$ cat config.mk
export PLATFORM = sky130hd
export DESIGN_NAME = lcc_reply_parser
export DESIGN_NICKNAME = d
export VERILOG_FILES = /design/src/rtl/lcc_reply_parser.sv
export SDC_FILE = /design/constraint.sdc
export NUM_CORES = 1
export LEC_CHECK = 0
export ABC_AREA = 1
export CORE_ASPECT_RATIO = 0.5
export CORE_UTILIZATION = 45
export DETAILED_ROUTE_END_ITERATION = 16
export PLACE_DENSITY = 0.79
export SYNTH_ARGS = -nofsm -noshare
export SYNTH_HDL_FRONTEND = slang
export SYNTH_SLANG_ARGS = --single-unit
$ cat constraint.sdc
create_clock -name clk -period 1.8 [get_ports clk]
set_input_delay 0.36 -clock clk [delete_from_list [all_inputs] [get_ports clk]]
set_output_delay 0.36 -clock clk [all_outputs]
set_load 0.02 [all_outputs]
$ cat src/rtl/lcc_reply_parser.sv
// lcc_reply_parser
//
// Parses the reply to a request sent over a UART link. After a request
// (iRQ/iRQnum) the block waits for a sync byte 8'h7E, then expects the echoed
// request number, BYTES payload bytes and an 8-bit additive checksum that
// covers the number byte and the payload. A good frame updates oData/oNum and
// pulses oValid; a bad frame, a stalled link or a new request issued while a
// reply is still pending pulses oErr with a cause code.
//
// Build option:
//   LCC_REPLY_CSUM_EN  when defined, the checksum byte is compared against the
//                      running sum. When undefined, the checksum byte is only
//                      consumed and always treated as matching.
//
// Parameters:
//   BYTES     payload bytes per reply frame (1..4)
//   TIMEOUT   maximum clk cycles allowed between bytes
//
// Ports:
//   clk       single clock, rising edge
//   reset     synchronous active-high reset
//   iRQ       one-cycle pulse: a request was sent
//   iRQnum    number of that request, sampled with iRQ
//   iData     received UART byte
//   iValid    iData valid this cycle (one-cycle pulse per byte)
//   oData     last good payload, right-aligned, first byte most significant
//   oNum      request number of the last good reply
//   oValid    one-cycle pulse when oData/oNum update
//   oErr      one-cycle pulse on a failed frame
//   oErrCode  cause of the last error: 01 timeout/abort, 10 number, 11 checksum
//   oErrCnt   saturating error count
//   oBusy     high whenever the parser is not idle
module lcc_reply_parser #(
   parameter int unsigned BYTES   = 4,
   parameter logic [15:0] TIMEOUT = 16'd8064
) (
   input  logic        clk,
   input  logic        reset,
   input  logic        iRQ,
   input  logic [7:0]  iRQnum,
   input  logic [7:0]  iData,
   input  logic        iValid,
   output logic [31:0] oData,
   output logic [7:0]  oNum,
   output logic        oValid,
   output logic        oErr,
   output logic [1:0]  oErrCode,
   output logic [7:0]  oErrCnt,
   output logic        oBusy
);

   localparam logic [2:0] IDLE      = 3'd0;
   localparam logic [2:0] WAIT_SYNC = 3'd1;
   localparam logic [2:0] NUM       = 3'd2;
   localparam logic [2:0] DATA      = 3'd3;
   localparam logic [2:0] CSUM      = 3'd4;

   localparam logic [1:0] ERR_TMO  = 2'b01;
   localparam logic [1:0] ERR_NUM  = 2'b10;
   localparam logic [1:0] ERR_CSUM = 2'b11;

   localparam logic [7:0]  SYNC_BYTE = 8'h7E;
   localparam logic [15:0] TMO_LAST  = TIMEOUT - 16'd1;
   localparam logic [1:0]  LAST_IDX  = 2'(BYTES - 1);

   logic [2:0]  state;
   logic [15:0] timer;
   logic [1:0]  idx;
   logic [7:0]  rq_num;
   logic [31:0] hold;
   logic        busy;
   logic        tmo_hit;
   logic        csum_ok;
   logic        err_now;
   logic [1:0]  err_code_now;

`ifdef LCC_REPLY_CSUM_EN
   logic [7:0]  sum;
   assign csum_ok = (iData == sum);
`else
   assign csum_ok = 1'b1;
`endif

   function automatic logic [7:0] sat_inc(input logic [7:0] v);
      return (v == 8'hFF) ? v : v + 8'd1;
   endfunction

   assign busy    = (state != IDLE);
   assign oBusy   = busy;
   assign tmo_hit = busy && (timer == TMO_LAST);

   // Error decode. Priority mirrors the FSM below: a new request overrides a
   // timeout, and both override whatever byte arrives in the same cycle.
   always_comb begin
      err_now      = 1'b0;
      err_code_now = ERR_TMO;
      if (iRQ) begin
         err_now = busy;
      end else if (tmo_hit) begin
         err_now = 1'b1;
      end else if (iValid && state == NUM && iData != rq_num) begin
         err_now      = 1'b1;
         err_code_now = ERR_NUM;
      end else if (iValid && state == CSUM && !csum_ok) begin
         err_now      = 1'b1;
         err_code_now = ERR_CSUM;
      end
   end

   // Error reporting: pulse, cause and saturating count
   always_ff @(posedge clk) begin
      if (reset) begin
         oErr     <= 1'b0;
         oErrCode <= 2'b00;
         oErrCnt  <= 8'd0;
      end else begin
         oErr <= err_now;
         if (err_now) begin
            oErrCode <= err_code_now;
            oErrCnt  <= sat_inc(oErrCnt);
         end
      end
   end

   // Frame FSM, inter-byte timer and payload capture
   always_ff @(posedge clk) begin
      if (reset) begin
         state  <= IDLE;
         timer  <= 16'd0;
         idx    <= 2'd0;
         rq_num <= 8'd0;
         hold   <= 32'd0;
`ifdef LCC_REPLY_CSUM_EN
         sum    <= 8'd0;
`endif
         oData  <= 32'd0;
         oNum   <= 8'd0;
         oValid <= 1'b0;
      end else begin
         oValid <= 1'b0;
         if (busy) begin
            timer <= timer + 16'd1;
         end
         if (iRQ) begin
            // Start (or restart) a reply; any frame in progress is dropped.
            rq_num <= iRQnum;
            timer  <= 16'd0;
            state  <= WAIT_SYNC;
         end else if (tmo_hit) begin
            timer <= 16'd0;
            state <= IDLE;
         end else if (iValid) begin
            case (state)
               WAIT_SYNC: begin
                  if (iData == SYNC_BYTE) begin
                     state <= NUM;
                  end
               end
               NUM: begin
                  timer <= 16'd0;
                  if (iData == rq_num) begin
`ifdef LCC_REPLY_CSUM_EN
                     sum   <= iData;
`endif
                     idx   <= 2'd0;
                     hold  <= 32'd0;
                     state <= DATA;
                  end else begin
                     timer <= 16'd0;
                     state <= IDLE;
                  end
               end
               DATA: begin
                  timer <= 16'd0;
                  // Shifting left keeps the payload right-aligned with the
                  // first byte most significant for any BYTES.
                  hold  <= {hold[23:0], iData};
`ifdef LCC_REPLY_CSUM_EN
                  sum   <= sum + iData;
`endif
                  if (idx == LAST_IDX) begin
                     state <= CSUM;
                  end else begin
                     idx <= idx + 2'd1;
                  end
               end
               CSUM: begin
                  timer <= 16'd0;
                  state <= IDLE;
                  if (csum_ok) begin
                     oData  <= hold;
                     oNum   <= rq_num;
                     oValid <= 1'b1;
                  end
               end
               default: begin
                  state <= IDLE;
               end
            endcase
         end
      end
   end

endmodule

==> impl_metrics.tcl, run 1 <==
set metrics [dict create \
    port_buffers 72 \
    drc 0 \
    synth_cell_types 30 \
    drv_slew 0 \
    wl_met3_um 571 \
    placed_cell_area_mm2 0.005670 \
    p_total_uw 6249 \
    cts_made_buffers 17 \
    yosysTopAreaCellShare_pct 47.50 \
    routabilityCongestion 0.9005 \
    outcome "completed" \
    cp_max_fo 3 \
    ios 73 \
    layout_commonest_cell "nand2_1" \
    ys_ff_latch 113 \
    finalSetupViolCount 0 \
    crit-reg2reg-launch "state[0]$_SDFFE_PP0P_" \
    clk_path_buf_depth 2 \
    cts_tree "built" \
    relSlewSlack_pct 56.28 \
    dp_cells 837 \
    hold_path_class "in2reg" \
    firstDrtPassIters 5 \
    die_area_mm2 0.01102 \
    final_cell_mix "170 x nand2_1, 111 x dfxtp_1, 84 x a21oi_1" \
    critPathMaxStageDelay_ps 620 \
    top_layer "met4" \
    crit_path_start_kind "flop" \
    yosys.area.top_type "dfxtp_1" \
    crit_chain "clkdlybuf4s50_1" \
    crit_path_end_kind "output port" \
    layoutNonFillerInstCount 870 \
    hold_viol_final 0 \
    arrival_ps 1400 \
    root_buffer "clkbuf_16" \
    layout-area-overhead-vs-synth_pct 32.50 \
    via_per_inst 5.075 \
    wl_per_cell_um 13.71 \
    pwr_density_cell_mw_per_mm2 990.4 \
    cap_violations 0 \
    fin_skew_ps 8.139 \
    yosysWarnings 0 \
    cp_top_family "buffers and inverters" \
    fin_hold_ws_ps 352.3 \
    fmaxAchievable_mhz 569.6 \
    antenna_found_initial 0 \
    cp_num_buf_inv 1 \
    wl_um 11930 \
    ir_worst_vdd_mv 0.7093 \
    synth.cell_area_mm2 0.004762 \
    grt_remaining_overflow 0 \
    path_clk_slew_ps 50 \
    core_mm2 0.01025 \
    die_w_um 147.5 \
    crit_type "reg2out" \
    ys_async_sr_fraction_pct 0 \
    met2_length_um 5818 \
    avgSynthCellArea_um2 7.535 \
    syn_inst 632 \
    grt_pass1_vias 4049 \
    fin_crit_sh_pct 97.54 \
    dieHeight_um 74.74 \
    yosysSeqAreaShare_pct 47.50 \
    tightest_slew_ps 655.8 \
    grtUsageTotal_pct 21.85 \
    synth_nets 655 \
    hold_depth 3 \
    diodes 0 \
    synthTopCellsByArea "dfxtp_1 48%, nand2_1 14%, a21oi_1 8.8%" \
    design_area_mm2 0.006310 \
    clkSinkCount 113 \
    leakagePower_uw 0.002376 \
    cpMaxStageDelayCell "clkdlybuf4s50_1" \
    ys.flop_type "dfxtp_1" \
    via_count 4415 \
    synth_edf_count 0 \
    htree_levels 4 \
    holdBufCountCts 0 \
    hp-start "reset" \
    r2r_cells 11 \
    drt-met1-wl_um 5305 \
    rows 26 \
    hold-path-endpoint "oErrCnt[3]$_SDFFE_PP0P_" \
    period_needed_ps 1756 \
    final_nets 740 \
    tns_ps 0 \
    initial_utilization_pct 46.47 \
    place_hpwl_um 7715 \
    r2r_end "idx[0]$_SDFFE_PP0P_" \
    cp_num_cells 1 \
    grt_start_max_net_pins 68 \
    ant_nets 0 \
    clk_latency_ps 420 \
    drive_gt1_share_pct 11.23 \
    grt_first_pass_wirelength_um 18940 \
    drt-initial-drc-count 368 \
    critPathRequiredTime_ps 1440 \
    reg2reg_slack_ps 70 \
]
==> logic make-up after synthesis <==
| kind of cell | share of synthesized area [%] |
|---|---|
| buffers and inverters | 7.830 |
| AND/OR/NAND/NOR | 30.19 |
| adder cells (fa/ha/maj) | 0.7883 |
| AO/OA/AOI/OAI | 10.56 |
| flip-flops | 47.50 |
| XOR/XNOR | 3.127 |
==> flip-flops by register name (all words and copies together) (netlist names) <==
| register | cells |
|---|---|
| oNum | 8 |
| rq_num | 8 |
| idx | 2 |
| timer | 16 |
| hold | 32 |
| oValid | 1 |
| state | 3 |
| oErrCnt | 8 |
| oErrCode | 2 |
| oErr | 1 |
| oData | 32 |
==> metal layers <==
| metal | GRT usage, % | up-vias |
|---|---|---|
| li1 | - | 2214 |
| met1 | 26.10 | 2057 |
| met2 | 38.52 | 120 |
| met3 | 5.758 | 24 |
| met4 | 8.820 | 0 |
| met5 | 0 | - |
==> synth_stat cells, types with 3 or more instances <==
library cell and instances:
a21oi_1 84, buf_2 4, buf_4 4, buf_6 8, clkbuf_1 12, dfxtp_1 113
ha_1 3, inv_1 45, inv_2 3, nand2_1 173, nand2_2 3, nand2_4 7
nand3_1 55, nand4_1 11, nor2_1 59, nor2_4 3, nor3_1 5, o21ai_0 11
xnor2_1 8, xor2_1 9
==> power by group <==
part           internal [uW]  switching, uW
Sequential              2530           30.1
Combinational            152            218
Clock                   2110           1210
Total                   4800           1450
==> worst max-delay path by stage <==
| stage | endpoint | slack [ps] | start |
|---|---|---|---|
| final | oErrCnt[6] | 40 | oErrCnt[6]$_SDFFE_PP0P_ |
| after global routing | idx[0]$_SDFFE_PP0P_ | -20 | state[0]$_SDFFE_PP0P_ |
| after CTS | oErrCnt[4] | 20 | oErrCnt[4]$_SDFFE_PP0P_ |
| after detailed placement | hold[20]$_SDFFE_PP0P_ | -260 | iData[7] |
| after global placement | hold[7]$_SDFFE_PP0P_ | -250 | iData[4] |
| after floorplan | oErrCnt[4]$_SDFFE_PP0P_ | 240 | oErrCnt[1]$_SDFFE_PP0P_ |
==> cell type report <==
type | instances | area [um^2]
fill | 888 | 3938
sequential | 113 | 2265
multi-input combinational | 441 | 2151
timing repair buffer | 96 | 948.4
clock buffer | 20 | 456.7
inverter | 48 | 180.2
tap | 140 | 175.2
clock inverter | 12 | 133.9
==> through the flow <==
step / util [%] / worst slack (ps)
detailed placement: 55.34 / -259.6
CTS: 61.05 / 19.61
global route: 61.58 / -17.69
finish: 61.58 / 44.33
floorplan: - / 243.1
global placement: 55.34 / -249.0
==> repair_timing <==
action	in CTS	in global routing
endpoints found under the setup margin	4	38
setup buffers	0	0
cloned	0	1
resized for setup	4	10
Power figures use the tool's default switching activity.
==> inputs of run 2 (changes only) <==
--- a/config.mk
+++ b/config.mk
@@ -9,7 +9,8 @@
 export CORE_ASPECT_RATIO = 0.5
 export CORE_UTILIZATION = 45
 export DETAILED_ROUTE_END_ITERATION = 16
-export PLACE_DENSITY = 0.79
+export DONT_BUFFER_PORTS = 1
+export PLACE_DENSITY = 0.7
 export SYNTH_ARGS = -nofsm -noshare
 export SYNTH_HDL_FRONTEND = slang
 export SYNTH_SLANG_ARGS = --single-unit
==> run 2 against run 1 <==
  * Final area is 10% lower
  * Clock power rose by 2%
  * Maximum frequency rose by 4.5%
  * Via count decreased by 7.3%
  * Critical path type is now reg2reg
==> impl_metrics.tcl, run 2 (synthesis gave the netlist of run 1 again) <==
set metrics [dict create \
    final_cell_mix "172 x nand2_1, 110 x dfxtp_1, 84 x a21oi_1" \
    r2r_cells 10 \
    hold_viol_final 0 \
    routabilityCongestion 0.8230 \
    leakagePower_uw 0.002130 \
    path_clk_slew_ps 50 \
    pwr-share-clk_pct 54.4 \
    crit_path_end_kind "flop" \
    p_sw_share_pct 22.08 \
    pwr_density_cell_mw_per_mm2 1104 \
    cts_tree "built" \
    p_int_uw 4863 \
    grt_remaining_overflow 0 \
    die_area_mm2 0.01102 \
    place_hpwl_um 7069 \
    arrival_ps 1950 \
    clkSinkCount 113 \
    regArea_mm2 0.002266 \
    nFillCells 941 \
    htree_levels 4 \
    via_per_inst 5.096 \
    critPathRequiredTime_ps 2070 \
    crit_end "hold[16]$_SDFFE_PP0P_" \
    cap_violations 0 \
    final_nets 675 \
    crit_start "timer[0]$_SDFF_PP0_" \
    crit_type "reg2reg" \
    layout_commonest_cell "nand2_1" \
    ir_worst_vdd_mv 0.7705 \
    diodes 0 \
    initial_utilization_pct 46.47 \
    grt_start_max_net_pins 47 \
    pwr-share-seq_pct 41.1 \
    firstDrtPassIters 5 \
    design_area_mm2 0.005652 \
    crit_path_start_kind "flop" \
    relSlewSlack_pct 56.69 \
    layout-area-overhead-vs-synth_pct 18.68 \
    grt_pass1_vias 3720 \
    cts_made_buffers 17 \
    fin_crit_sh_pct 93.36 \
    wl_per_cell_um 14.32 \
    ios 73 \
    clk_path_buf_depth 2 \
    drt-initial-drc-count 280 \
    root_buffer "clkbuf_16" \
    placed_cell_area_mm2 0.004920 \
    p_comb_share_pct 4.5 \
    r2r_end "hold[16]$_SDFFE_PP0P_" \
    hold_path_class "in2reg" \
    hold_depth 1 \
    outcome "completed" \
    via_count 4092 \
    drc 0 \
    drv_slew 0 \
    period_needed_ps 1680 \
    finalSetupViolCount 0 \
    antenna_found_initial 0 \
    core_mm2 0.01025 \
    die_w_um 147.5 \
    tightest_slew_ps 647.5 \
    reg2reg_slack_ps 120 \
    dieHeight_um 74.74 \
    rows 26 \
    reg_top3 "hold x32, oData x32, timer x16" \
    clk_latency_ps 420 \
    grt_first_pass_wirelength_um 18120 \
    fin_skew_ps 10.34 \
    crit-reg2reg-launch "timer[0]$_SDFF_PP0_" \
    grtUsageTotal_pct 21.29 \
    cp_max_fo 16 \
    drive_gt1_share_pct 11.46 \
    rsz0062_at_grt "yes" \
    fmaxAchievable_mhz 595.1 \
    tns_ps 0 \
    wl_um 11500 \
    port_buffers 0 \
    p_switching_uw 1378 \
    ant_nets 0 \
    multiInputGateArea_mm2 0.002163 \
]
-- run 2: changes by cell type in the layout (fill, tap and decap cells not counted), moves of 2 or more --
cell / previous run / this run
clkinv_2: 2 / 4
nand2_2: 6 / 4
buf_6: 0 / 2
nand2_1: 170 / 172
dlygate4sd2_1: 4 / 0
clkdlybuf4s50_1: 66 / 0
clkinvlp_4: 5 / 1
dlygate4sd3_1: 0 / 7
-- run 2: stage by stage --
| stage | power [uW] | setup WS (ps) | utilization, % | hold slack (ps) | cells |
|---|---|---|---|---|---|
| after floorplan | 2823 | 243.1 | - | 435.0 | 632 |
| after global placement | 2852 | 165.7 | 48.01 | 432.7 | 762 |
| after detailed placement | 2857 | 79.34 | 48.01 | 435.2 | 762 |
| after CTS | 6260 | 73.88 | 54.27 | 0.5006 | 797 |
| after global routing | 6429 | -15.73 | 55.15 | -0.4819 | 803 |
| final | 6240 | 119.6 | 55.15 | 10.71 | 803 |
-- run 2: timing repair --
item / CTS / global route
endpoints found under the hold margin: 8 / 1
buffers inserted: 0 / 3
endpoints found under the setup margin: 0 / 37
resized for setup: 0 / 9
hold buffers: 5 / 2
-- run 2: worst min-delay path by stage --
stage / from / to / slack [ps]
2_1_floorplan: timer[11]$_SDFF_PP0_ / timer[11]$_SDFF_PP0_ / 440
3_3_place_gp: reset / oData[4]$_SDFFE_PP0P_ / 430
3_5_place_dp: reset / hold[6]$_SDFFE_PP0P_ / 440
4_1_cts: reset / hold[13]$_SDFFE_PP0P_ / 0.5
5_1_grt: reset / oNum[5]$_SDFFE_PP0P_ / -0.5
6_report: reset / state[0]$_SDFFE_PP0P_ / 10
-- run 2: power by group through the flow --
stage,sequential (uW),clock (uW),combinational [uW]
finish,2570,3390,280
global route,2570,3550,314
CTS,2570,3430,264
detailed placement,2620,0,238
global placement,2620,0,234
floorplan,2620,0,199
-- run 2: area by class of cell --
type                    instances  area share (%)
inverters                      48           3.188
flip-flops and latches        113           40.09
multi-input cells             442           38.28
clock buffers                  20           8.081
clock inverters                10           2.391
repair buffers                 30           4.870
well taps                     140           3.099
-- run 2: critical path: stages (launching register included) --
cell and delay, ps:
dfxtp_1 320, ha_1 230, nand2_1 130, nor2_4 60
nand2_4 70, nand2_4 70, nor2_8 210, buf_6 180
nand2_8 110, nand2_1 90, a21oi_1 60
-- run 2: routing by layer --
layer  wire, um  global-route usage, %  up-vias  share of wire, %
li1           -                      -     2088                 -
met1       5334                  26.56     1901                46
met2       5317                  34.70       86                46
met3        667                  7.333       17               5.8
met4        176                  8.133        0               1.5
met5          0                      0        -                 0
